File: src/rtl/farbborg_scan_ctrl.sv
// Farbborg scan-out sequencer: framebuffer words -> PWM bits -> LED driver chain.
// Optional FARBBORG_GAMMA_EN applies a quadratic gamma to each byte before the PWM compare.
module farbborg_scan_ctrl #(
  parameter int unsigned STEP_DIV = 16,
  parameter int unsigned PWM_MAX  = 255
) (
  input  logic        clk,
  input  logic        rst_n,
  input  logic        enable,
  output logic [6:0]  ram_addr,
  input  logic [63:0] ram_data,
  output logic [7:0]  sd,
  output logic        sclk,
  output logic        latch,
  output logic [7:0]  plane_sel,
  output logic        blank,
  output logic        frame_done
);

  typedef enum logic [2:0] {
    StIdle,
    StAddr,
    StWait,
    StData,
    StClk,
    StLatch,
    StHold
  } state_e;

  localparam int unsigned HoldW = (STEP_DIV > 1) ? $clog2(STEP_DIV) : 1;
  localparam logic [HoldW-1:0] HoldLast = HoldW'(STEP_DIV - 1);
  localparam logic [7:0] PwmLast = 8'(PWM_MAX - 1);

  state_e           state_q, state_d;
  logic [2:0]       plane_q, plane_d;
  logic [3:0]       word_q, word_d;
  logic [7:0]       pwm_q, pwm_d;
  logic [HoldW-1:0] hold_q, hold_d;
  logic [6:0]       addr_q, addr_d;
  logic [7:0]       sd_q, sd_d;
  logic [7:0]       psel_q, psel_d;
  logic             sclk_q, sclk_d;
  logic             latch_q, latch_d;
  logic             blank_q, blank_d;
  logic             fd_q, fd_d;
  logic [7:0]       sd_cmp;

  function automatic logic [7:0] cmp_value(input logic [7:0] b);
`ifdef FARBBORG_GAMMA_EN
    logic [15:0] sq;
    sq = 16'(b) * 16'(b);
    return sq[15:8];
`else
    return b;
`endif
  endfunction

  always_comb begin
    sd_cmp = '0;
    for (int i = 0; i < 8; i++) begin
      sd_cmp[i] = cmp_value(ram_data[8*i +: 8]) > pwm_q;
    end
  end

  always_comb begin
    state_d = state_q;
    plane_d = plane_q;
    word_d  = word_q;
    pwm_d   = pwm_q;
    hold_d  = hold_q;
    addr_d  = addr_q;
    sd_d    = sd_q;
    psel_d  = psel_q;
    fd_d    = 1'b0;
    unique case (state_q)
      StIdle: begin
        if (enable) state_d = StAddr;
      end
      StAddr: begin
        addr_d  = {plane_q, word_q};
        state_d = StWait;
      end
      StWait: state_d = StData;
      StData: begin
        sd_d    = sd_cmp;
        state_d = StClk;
      end
      StClk: begin
        if (word_q == 4'hF) begin
          word_d  = '0;
          state_d = StLatch;
          // Registered so the pulse lands in the same cycle as latch.
          fd_d    = (pwm_q == PwmLast) && (plane_q == 3'd7);
        end else begin
          word_d  = word_q + 4'd1;
          state_d = StAddr;
        end
      end
      StLatch: begin
        if (pwm_q == PwmLast) begin
          pwm_d   = '0;
          plane_d = plane_q + 3'd1;
          psel_d  = {psel_q[6:0], psel_q[7]};
        end else begin
          pwm_d = pwm_q + 8'd1;
        end
        hold_d  = '0;
        state_d = StHold;
      end
      StHold: begin
        hold_d = hold_q + 1'b1;
        if (hold_q == HoldLast) state_d = enable ? StAddr : StIdle;
      end
      default: state_d = StIdle;
    endcase
    // Strobes decode the next state so every pin comes straight from a flop.
    sclk_d  = (state_d == StClk);
    latch_d = (state_d == StLatch);
    blank_d = (state_d != StHold);
  end

  always_ff @(posedge clk or negedge rst_n) begin
    if (!rst_n) begin
      state_q <= StIdle;
      plane_q <= '0;
      word_q  <= '0;
      pwm_q   <= '0;
      hold_q  <= '0;
      addr_q  <= '0;
      sd_q    <= '0;
      psel_q  <= 8'h01;
      sclk_q  <= 1'b0;
      latch_q <= 1'b0;
      blank_q <= 1'b1;
      fd_q    <= 1'b0;
    end else begin
      state_q <= state_d;
      plane_q <= plane_d;
      word_q  <= word_d;
      pwm_q   <= pwm_d;
      hold_q  <= hold_d;
      addr_q  <= addr_d;
      sd_q    <= sd_d;
      psel_q  <= psel_d;
      sclk_q  <= sclk_d;
      latch_q <= latch_d;
      blank_q <= blank_d;
      fd_q    <= fd_d;
    end
  end

  assign ram_addr   = addr_q;
  assign sd         = sd_q;
  assign sclk       = sclk_q;
  assign latch      = latch_q;
  assign plane_sel  = psel_q;
  assign blank      = blank_q;
  assign frame_done = fd_q;

endmodule

File: config.mk
export PLATFORM = sky130hd
export DESIGN_NAME = farbborg_scan_ctrl
export DESIGN_NICKNAME = d
export VERILOG_FILES = /design/src/rtl/farbborg_scan_ctrl.sv
export SDC_FILE = /design/constraint.sdc
export NUM_CORES = 1
export LEC_CHECK = 0
export ABC_AREA = 1
export BUFFER_PORTS_ARGS = -buffer_cell sky130_fd_sc_hd__buf_4
export CORE_MARGIN = 4
export CORE_UTILIZATION = 30
export CTS_CLUSTER_SIZE = 20
export DETAILED_ROUTE_END_ITERATION = 10
export MAX_ROUTING_LAYER = met4
export PLACE_DENSITY_LB_ADDON = 0.12
export SETUP_SLACK_MARGIN = 0.2
export SYNTH_ARGS = -nofsm -noshare
export SYNTH_HDL_FRONTEND = slang
export SYNTH_SLANG_ARGS = --single-unit
File: constraint.sdc
create_clock -name clk -period 1.4 [get_ports clk]
set_clock_uncertainty 0.1 [all_clocks]
set_input_delay 0.14 -clock clk [delete_from_list [all_inputs] [get_ports clk]]
set_output_delay 0.14 -clock clk [all_outputs]
set_load 0.05 [all_outputs]
# == Word-level counts from Yosys, hierarchy flattened ==
# Index checks and enable logic that the tools add are counted.
# Widths: inputs -> output; s select.
# totals
reg_bits,49
elab_cells,51
output_inout_bits,27
input_bits,67
# classes
reduce_logical,4
eq_ne,13
n_addsub,4
order_cmp,8
n_mux,10
# op_table
op,count
$gt 8x8->1,8
$pmux 3 s7,1
$eq 3x3->1 const B,6
$mux 3,3
$add 4x1->4 const B,2
$add 8x1->8 const B,1
$eq 4x4->1 const B,2
$eq 8x8->1 const B,1
$mux 8,1
$pmux 4 s2,1
$eq 3x2->1 const B,2
$mux 4,1
$add 3x1->3 const B,1
$eq 3x1->1 const B,1
$logic_not 3->1,1
$mux 1,3
$ne 3x3->1 const B,1
$reduce_and 2->1,1
$reduce_bool 2->1,1
$logic_and 1x1->1,1

# == Logic depth before layout (Yosys ltp) ==
# Gate-level depths: netlist of the first run.
# logic_depth
depth_word,4
depth_mapped,11

# == Worst setup path before layout of the first run ==
# Ideal clock, no wire load.
# synth_path
path_kind,reg-to-reg
startpoint,reg pwm_q[0]
endpoint,reg plane_q[0]
path_stages_with_launch,8
path_buffers,1
slack_ps,-155
arrival_ps,1331
path_cell_list,dfrtp_1 inv_1 ha_1 inv_1 nor2_1 nand3_4 buf_6 xnor2_2
# synth_via
elab_chain_len,2
# synth_lines
item,line_no,rtl
"start, declared",37,"logic [7:0] pwm_q, pwm_d;"
"start signal, assigned",140,pwm_q <= pwm_d;
$eq 8x8->1,100,if (pwm_q == PwmLast) begin
$reduce_and 2->1 (no line),-,
"end signal, assigned",138,plane_q <= plane_d;
"end, declared",35,"logic [2:0] plane_q, plane_d;"
# Every way passes these cells.
# A chain may end at the register's enable or synchronous reset.

# == Worst setup path after layout of the first run ==
# layout_path
startpoint,reg pwm_q[1]
endpoint,reg plane_q[0]
# The elaborated chain is that of the path after synthesis.

==> impl_metrics.toml, run 1 <==
[floorplan]
num_rows = 40
die_area_um2 = 14100
initial_core_util = 0.307
ioPinCount = 94
die_w_um = 119
die_h_um = 119
core_area_um2 = 12000

[place]
gp_congestion = 0.801
port_buffers = 93
dp_hpwl_um = 7620
dpl-instance-area_um2 = 4910
placed_cells = 750
pre_cts_ws_ps = -205

[drt]
drt_iter0_drc = 71
vias = 3620
wl_um = 10700
first_pass_iters = 4
ant_nets = 0
via_per_inst = 4.63
wl_per_cell_um = 13.6
route.detailed.drc = 0

[clocking]
cts.sinks = 49
h-tree-depth = 2
cts_buffers = 5
clkLatencyLatePin_ps = 300
cts_tree = "done"
clk_pin_slew_worst_paths_ps = 70
cts-root-buf = "clkbuf_16"
cts_buffer_depth = 2

[yosys]
syn-cell-area_um2 = 3690
ys_seq_area_frac = 0.333
synthCells = 478
synth_warnings = 0
yosys_register_bits = 49
synth_nets = 615
synth_cell_type_count = 29
syn_avg_cell_area_um2 = 7.72

[sta]
grt_setup_unrepaired = "true"
slew_headroom = 0.761
maxSlewViolCount = 0
min_period_ps = 1560
tightest_slew_ps = 358
holdWs_ps = 194
hold_violations = 0
max_freq_ghz = 0.643
min_period_over_period = 1.11
worst_slack_ps = -155
final-setup-viol-count = 27

[grt]
grt_max_degree = 27
grt_pass1_wl_um = 17100
antenna_found_initial = 0
grt_overflow_total = 0
grt_pass1_vias = 3533
track_usage = 0.153

[critical_path]
max_stage_delay_ps = 420
rrSetupSlack_ps = -160
reg2regPathDepth = 7
cp-start-kind = "register"
cp_slowest_cell = "dfrtp_2"
worstSetupEndpointType = "register"
r2r_start = "pwm_q[1]$_DFFE_PN0P_"
arrival_ps = 1630
rr_endpoint = "plane_q[0]$_DFFE_PN0P_"
cpMostUsedCell = "buf_6"
path_cells = "buf_6 -> ha_4 -> inv_4 -> nor2_4 -> nand3_4 -> buf_6 -> xnor2_2"
required_ps = 1480
crit_fanout = 5
crit_type = "reg -> reg"

[cells_and_area]
diodes = 0
fin_util = 0.493
syn2layout_area_growth_pct = 60.5
drive_above_1_share = 0.439
fin_nets = 771
finish.instance_area_um2 = 5920
instances_no_fill = 782

[hold_path]
min-delay-path-class = "in -> async"

[power_and_ir_drop]
p_leak_nw = 3.01
peakVddDrop_uv = 1000
power.density_nw_per_um2 = 1290

[status]
status = "complete, but fails checks"
violations = "setup timing"

[flow_run]
cap_violations = 0
==> critical path: cells and delay by family (launching register included) <==
family                     cells  cell delay [ps]
DFF                            1              420
adders and majority gates      1              130
and+or+nand+nor                2              300
buffers and inverters          3              360
xor gates and xnor gates       1              120
==> worst max-delay path by stage <==
stage	cells after the start	end	start	slack, ps
finish	7	plane_q[0]$_DFFE_PN0P_	pwm_q[1]$_DFFE_PN0P_	-160
global route	8	sd[0]$_DFFE_PN0P_	pwm_q[6]$_DFFE_PN0P_	-250
CTS	9	sd[0]$_DFFE_PN0P_	pwm_q[6]$_DFFE_PN0P_	-160
detailed placement	8	sd[1]$_DFFE_PN0P_	pwm_q[6]$_DFFE_PN0P_	-210
global placement	8	sd[0]$_DFFE_PN0P_	pwm_q[6]$_DFFE_PN0P_	-180
floorplan	7	plane_q[0]$_DFFE_PN0P_	pwm_q[0]$_DFFE_PN0P_	30
==> sequential cells by signal, summed over array words and instances, names as in the netlist <==
name / cells
blank: 1
frame_done: 1
hold_q: 4
latch: 1
plane_q: 3
plane_sel: 8
pwm_q: 8
ram_addr: 7
sclk: 1
sd: 8
state_q: 3
word_q: 4
==> synth_stat cells <==
cell type | number | share of area
a21o_1 | 8 | 0.016
a21oi_1 | 28 | 0.038
a31oi_1 | 2 | 0.0034
buf_2 | 2 | 0.0027
buf_6 | 2 | 0.0061
clkinv_2 | 1 | 0.0014
dfrtp_1 | 47 | 0.32
dfstp_2 | 2 | 0.014
ha_1 | 70 | 0.24
inv_1 | 56 | 0.057
inv_2 | 2 | 0.0020
inv_4 | 1 | 0.0017
nand2_1 | 160 | 0.16
nand2_2 | 1 | 0.0017
nand3_1 | 14 | 0.019
nand3_2 | 1 | 0.0027
nand3_4 | 2 | 0.0095
nand4_1 | 5 | 0.0085
nor2_1 | 44 | 0.045
nor2_2 | 1 | 0.0017
nor2_4 | 1 | 0.0031
nor3_1 | 1 | 0.0014
o211ai_1 | 1 | 0.0020
o21ai_0 | 18 | 0.024
o21ai_1 | 1 | 0.0014
o21ai_2 | 3 | 0.0071
o22ai_1 | 1 | 0.0017
xnor2_2 | 1 | 0.0044
xor2_1 | 2 | 0.0047
==> area by class of cell <==
cell class	count	area, um^2
Clock buffer	6	139
Clock inverter	2	17.5
Fill cell	1176	6090
Inverter	60	267
Multi-Input combinational cell	366	2780
Sequential cell	49	1240
Tap cell	147	184
Timing Repair Buffer	149	1270
Timing Repair inverter	3	23.8
==> what timing repair did <==
action / CTS / global route
cloned: 4 / 1
endpoints found under the setup margin: 47 / 51
setup buffers: 9 / 8
pin swaps: 40 / 17
hold buffers: 2 / 0
resized for setup: 109 / 53
endpoints found under the hold margin: 50 / 0
==> logic make-up after synthesis <==
logic type | count (synthesis) | share of synthesized area
compound gates | 62 | 0.0943
buf+inv | 64 | 0.0709
fa+ha+maj | 70 | 0.237
flops | 49 | 0.333
simple gates | 230 | 0.255
xor+xnor | 3 | 0.00916
==> stage by stage <==
step	TNS (ps)	power, mW
after floorplan	0	4.38
final	-2770	7.62
after CTS	-1900	7.46
after detailed placement	-1710	5.70
after global placement	-1550	5.63
after global routing	-4540	8.26
==> metal layers <==
layer  vias up  part of all wire  track usage
li1       1872                 -            -
met1      1669              0.45        0.192
met2        69              0.50        0.265
met3        10             0.038       0.0247
met4         0            0.0074       0.0282
met5         -                 0            -
==> placed cells by master, fill, tap and decap left out, types with 3 or more instances in the layout <==
| master | Yosys | final |
|---|---|---|
| nor2_1 | 44 | 26 |
| inv_2 | 2 | 5 |
| inv_4 | 1 | 7 |
| nor2_4 | 1 | 9 |
| a21oi_2 | 0 | 4 |
| nand2_1 | 160 | 134 |
| nand4_1 | 5 | 5 |
| buf_6 | 2 | 19 |
| o21ai_2 | 3 | 10 |
| clkinvlp_4 | 0 | 3 |
| buf_12 | 0 | 5 |
| o21ai_1 | 1 | 10 |
| nor2_2 | 1 | 11 |
| clkbuf_16 | 0 | 5 |
| inv_1 | 56 | 45 |
| dfrtp_1 | 47 | 38 |
| nand2_4 | 0 | 12 |
| ha_1 | 70 | 50 |
| a21oi_1 | 28 | 24 |
| nand2_2 | 1 | 15 |
| nand3_1 | 14 | 7 |
| a21o_1 | 8 | 8 |
| dfrtp_2 | 0 | 9 |
| ha_4 | 0 | 19 |
| nand3_4 | 2 | 4 |
| nand3_2 | 1 | 6 |
| buf_4 | 0 | 121 |
==> where the power goes <==
part | switching [mW] | internal (mW)
combinational | 2.46 | 1.73
clock | 0.571 | 0.722
sequential | 0.341 | 1.79
total | 3.37 | 4.24
(Power assumes the default switching activity.)
==> run 2, diff against run 1 <==
- ABC_AREA: 1 -> default
- SKIP_LAST_GASP: default -> 1
==> run 2 against run 1 <==
Against the previous run:
- the flow still finishes with violations (setup timing)
- combinational power increased by 7.6%
- first-iteration DRC count increased by 56%
- synthesized cell count decreased by 29%
- final area decreased by 6.0%
- critical path type unchanged
- largest cell class unchanged
- highest routed layer unchanged
==> impl_metrics.toml, run 2 <==
[status]
status = "complete, but fails checks"
violations = "setup timing"

[place]
dp_hpwl_um = 7810
gp_congestion = 0.881
placed_cells = 619
port_buffers = 93

[critical_path]
r2r_start = "pwm_q[5]$_DFFE_PN0P_"
cp-start-kind = "register"
required_ps = 1480
rr_endpoint = "plane_sel[1]$_DFFE_PN0P_"
worstSetupEndpointType = "register"
rrSetupSlack_ps = -320
reg2regPathDepth = 5
arrival_ps = 1800
crit_type = "reg -> reg"
crit_fanout = 11

[yosys]
yosys-top-cells-area = "dfrtp_1 34%, ha_1 25%, mux2_2 5.8%, a21oi_1 3.9%, nand4_1 3.4%"
yosys_register_bits = 49
synth_nets = 477
ys_seq_area_frac = 0.353
async_flop_share = 1.00
synthCells = 340
synth_top_area_share = 0.338
synth_cell_type_count = 41
yosysTopAreaCell = "dfrtp_1"
syn-cell-area_um2 = 3480
yosys-top-cells-count = "70 x ha_1, 47 x dfrtp_1, 27 x a21oi_1"
synth-main-ff-cell = "dfrtp_1"
synth_warnings = 0
synth.most_common_cell = "ha_1"
synth_edf_count = 0
syn_avg_cell_area_um2 = 10.2

[drt]
wl_um = 10200
drt_iter0_drc = 111
ant_nets = 0
via_per_inst = 4.97
vias = 3205
first_pass_iters = 4
route.detailed.drc = 0
wl_per_cell_um = 15.9

[cells_and_area]
fin_nets = 638
layout_common_cells = "129 x buf_4, 60 x ha_1, 45 x dfrtp_1, 26 x a21oi_1, 19 x nand4_1"
diodes = 0
drive_above_1_share = 0.472
mostFrequentLayoutCell = "buf_4"
instances_no_fill = 645
syn2layout_area_growth_pct = 60.1

[power_and_ir_drop]
peakVddDrop_uv = 883
power.density_nw_per_um2 = 1410
p_leak_nw = 2.59

[sta]
holdWs_ps = 94.5
grt_setup_unrepaired = "true"
maxSlewViolCount = 0
hold_violations = 0
tightest_slew_ps = 393
final-setup-viol-count = 36
max_freq_ghz = 0.582
min_period_ps = 1720
min_period_over_period = 1.23
worst_slack_ps = -318
slew_headroom = 0.731

[grt]
grt_pass1_vias = 3392
grt_max_degree = 24
grt_pass1_wl_um = 16500
grt_overflow_total = 0
antenna_found_initial = 0
track_usage = 0.161

[clocking]
cts_tree = "done"
h-tree-depth = 2
clk_pin_slew_worst_paths_ps = 70
cts.sinks = 49
clkLatencyLatePin_ps = 290
cts_buffer_depth = 2
cts-root-buf = "clkbuf_16"
cts_buffers = 5

[floorplan]
num_rows = 39
die_w_um = 116
initial_core_util = 0.306
die_h_um = 116
ioPinCount = 94
core_area_um2 = 11400
die_area_um2 = 13400

[hold_path]
hp-start = "enable"
hold_path_end = "state_q[0]$_DFF_PN0_"
whs_path_depth = 3
min-delay-path-class = "in -> reg"

[flow_run]
cap_violations = 0
run 2: cell types whose count changed in the layout (fill, tap and decap cells not counted), sizes merged, moves of 8 or more:
cell / change
buf: +11
inv: -43
mux2: +18
nand2: -143
nand3: -14
nand4: +14
nor2: -31
nor2b: +9
nor3: +8
or3: +9
run 2: cells by family after synthesis:
family	count (synthesis)	share of synthesized area
mux	19	0.0612
flops	49	0.353
fa+ha+maj	70	0.252
xor+xnor	7	0.0176
buf+inv	24	0.0277
simple gates	93	0.148
compound gates	78	0.141
run 2: metal layers:
layer  global-route usage  routed length (um)  vias up
li1                     -                   -     1605
met1                0.204                4460     1523
met2                0.272                5160       65
met3               0.0230                 511       12
met4               0.0371                 106        0
met5                    -                   0        -
run 2: timing repair:
item | in CTS | in global routing
resized for setup | 71 | 18
endpoints found under the setup margin | 51 | 50
endpoints found under the hold margin | 48 | 0
hold buffers | 1 | 0
cloned | 1 | 0
pin swaps | 22 | 13
buffers inserted | 15 | 1
run 2: stage by stage:
stage	instance area [um^2]	util	setup TNS [ps]	worst slack (ps)	power, mW
after global routing	5570	0.490	-9380	-402	8.39
after floorplan	3600	-	-5060	-308	4.27
after global placement	4890	0.430	-5930	-369	5.73
after CTS	5490	0.482	-6400	-314	7.76
final	5570	0.490	-6510	-318	7.83
after detailed placement	4890	0.430	-6330	-424	5.79
run 2: how the worst max path moves through the flow:
stage | slack, ps | to | startpoint | cells past startpoint
2_1_floorplan | -310 | plane_q[2]$_DFFE_PN0P_ | pwm_q[0]$_DFFE_PN0P_ | 6
5_1_grt | -400 | sd[5]$_DFFE_PN0P_ | pwm_q[5]$_DFFE_PN0P_ | 7
6_report | -320 | plane_sel[1]$_DFFE_PN0P_ | pwm_q[5]$_DFFE_PN0P_ | 5
3_5_place_dp | -420 | sd[1]$_DFFE_PN0P_ | pwm_q[7]$_DFFE_PN0P_ | 6
4_1_cts | -310 | sd[5]$_DFFE_PN0P_ | pwm_q[5]$_DFFE_PN0P_ | 7
3_3_place_gp | -370 | sd[3]$_DFFE_PN0P_ | pwm_q[7]$_DFFE_PN0P_ | 6
run 2: layout make-up:
class	count	area [um^2]
repair buffers	159	1410
flip-flops and latches	49	1230
clock inverters	2	15.0
inverters	19	82.6
multi-input cells	267	2520
clock buffers	6	129
fillers	1050	5800
well taps	143	179
run 2: power breakdown:
part           switching, mW  internal, mW
registers              0.313          1.78
logic                   2.28          2.23
clock network          0.563         0.664
run 2: worst max-delay path, stage by stage, from the launching register on:
cell and delay [ps]:
dfrtp_1 390, buf_4 140, nand4_1 180, nor3_4 290
buf_12 170, mux2_2 330
==> run 3, diff against run 2 <==
- RECOVER_POWER: default -> 50
==> run 3 against run 2 <==
Against the previous run:
- the run still ends with setup timing left
- final cell count unchanged
- clock power about the same
- highest routed layer unchanged
- final area fell by 0.31%
- critical path depth unchanged
- largest cell class unchanged
- critical endpoint unchanged
- largest power group unchanged
- die area did not move
==> impl_metrics.toml, run 3 (same netlist as run 2, synthesis figures left out) <==
[sta]
min_period_over_period = 1.23
max_freq_ghz = 0.579
holdWs_ps = 94.4
final-setup-viol-count = 36
maxSlewViolCount = 0
hold_violations = 0
tightest_slew_ps = 497
worst_slack_ps = -328
grt_setup_unrepaired = "true"
min_period_ps = 1730
slew_headroom = 0.669

[clocking]
clkLatencyLatePin_ps = 290
cts_buffer_depth = 2
h-tree-depth = 2
clk_pin_slew_worst_paths_ps = 70
cts_buffers = 5
cts-root-buf = "clkbuf_16"
cts_tree = "done"
cts.sinks = 49

[floorplan]
ioPinCount = 94
die_area_um2 = 13400
num_rows = 39
die_w_um = 116
die_h_um = 116
initial_core_util = 0.306
core_area_um2 = 11400

[drt]
vias = 3208
wl_um = 10200
wl_met1_um = 4460
first_pass_iters = 4
wl_met2_um = 5170
wl_per_cell_um = 15.9
route.detailed.drc = 0
wl_met3_um = 499
drt_iter0_drc = 111
top_layer_used = "met4"
via_per_inst = 4.97
ant_nets = 0

[power_and_ir_drop]
p_leak_nw = 2.58
peakVddDrop_uv = 883
power.density_nw_per_um2 = 1410

[critical_path]
worstSetupEndpointType = "register"
crit_fanout = 11
arrival_ps = 1810
cp-start-kind = "register"
crit_type = "reg -> reg"
required_ps = 1480

[cells_and_area]
fin_nets = 638
layout_common_cells = "127 x buf_4, 60 x ha_1, 45 x dfrtp_1, 26 x a21oi_1, 19 x nand4_1"
instances_no_fill = 645
drive_above_1_share = 0.472
syn2layout_area_growth_pct = 59.6
mostFrequentLayoutCell = "buf_4"
fillers = 1054
diodes = 0

[grt]
antenna_found_initial = 0
track_usage = 0.161
grt_max_degree = 24
grt_pass1_wl_um = 16500
grt_pass1_vias = 3392
grt_overflow_total = 0

[hold_path]
min-delay-path-class = "in -> reg"

[place]
pre_cts_ws_ps = -424
port_buffers = 93
gp_congestion = 0.881
placed_cells = 619
dp_hpwl_um = 7810

[flow_run]
cap_violations = 0

[status]
violations = "setup timing"
status = "complete, but fails checks"
==> run 3: worst paths after layout <==
path                                         start                       end  slack [ps]  cells after the start
min in group asynchronous                    rst_n  plane_sel[1]$_DFFE_PN0P_         260                      2
min                                         enable      state_q[0]$_DFF_PN0_          90                      3
min reg2reg                ram_addr[2]$_DFFE_PN0P_   ram_addr[2]$_DFFE_PN0P_         420                      1
max reg2reg                   pwm_q[5]$_DFFE_PN0P_  plane_sel[1]$_DFFE_PN0P_        -330                      5
max in group asynchronous                    rst_n           blank$_DFF_PN1_         120                      3
max                           pwm_q[5]$_DFFE_PN0P_  plane_sel[1]$_DFFE_PN0P_        -330                      5
==> run 3: what timing repair did <==
action                                 4_1_cts  5_1_grt
resized for setup                           71       18
buffers inserted                            15        1
setup endpoints to repair                   51       50
pin swaps                                   22       13
hold buffers                                 1        0
cloned                                       1        0
endpoints found under the hold margin       48        0
==> run 3: power breakdown <==
| group | internal, mW | switching [mW] | total (mW) |
|---|---|---|---|
| Sequential | 1.78 | 0.313 | 2.09 |
| Combinational | 2.22 | 2.28 | 4.50 |
| Clock | 0.664 | 0.563 | 1.23 |
| Total | 4.66 | 3.16 | 7.82 |
==> run 3: layout make-up <==
class | instances | area, um^2 | area share
clock buffers | 6 | 129 | 0.0232
inverters | 19 | 82.6 | 0.0149
well taps | 143 | 179 | 0.0322
multi-input cells | 267 | 2520 | 0.455
flip-flops and latches | 49 | 1230 | 0.222
repair buffers | 159 | 1390 | 0.250
clock inverters | 2 | 15.0 | 0.00271
==> run 3: critical path, stage by stage (launching register included) <==
cell	delay [ps]
dfrtp_1	390
buf_4	140
nand4_1	180
nor3_4	290
buf_12	170
mux2_2	330
==> run 3: layer usage <==
metal	vias up	GRT usage
met5	-	-
met1	1526	0.204
met2	64	0.272
li1	1606	-
met4	0	0.0371
met3	12	0.0230
==> run 3: metrics by stage <==
step | total power [mW] | TNS, ps | instance area, um^2 | utilization
3_5_place_dp | 5.79 | -6330 | 4890 | 0.430
6_report | 7.82 | -6680 | 5550 | 0.488
3_3_place_gp | 5.73 | -5930 | 4890 | 0.430
5_1_grt | 8.38 | -10210 | 5550 | 0.488
4_1_cts | 7.76 | -6400 | 5490 | 0.482
2_1_floorplan | 4.27 | -5060 | 3600 | -
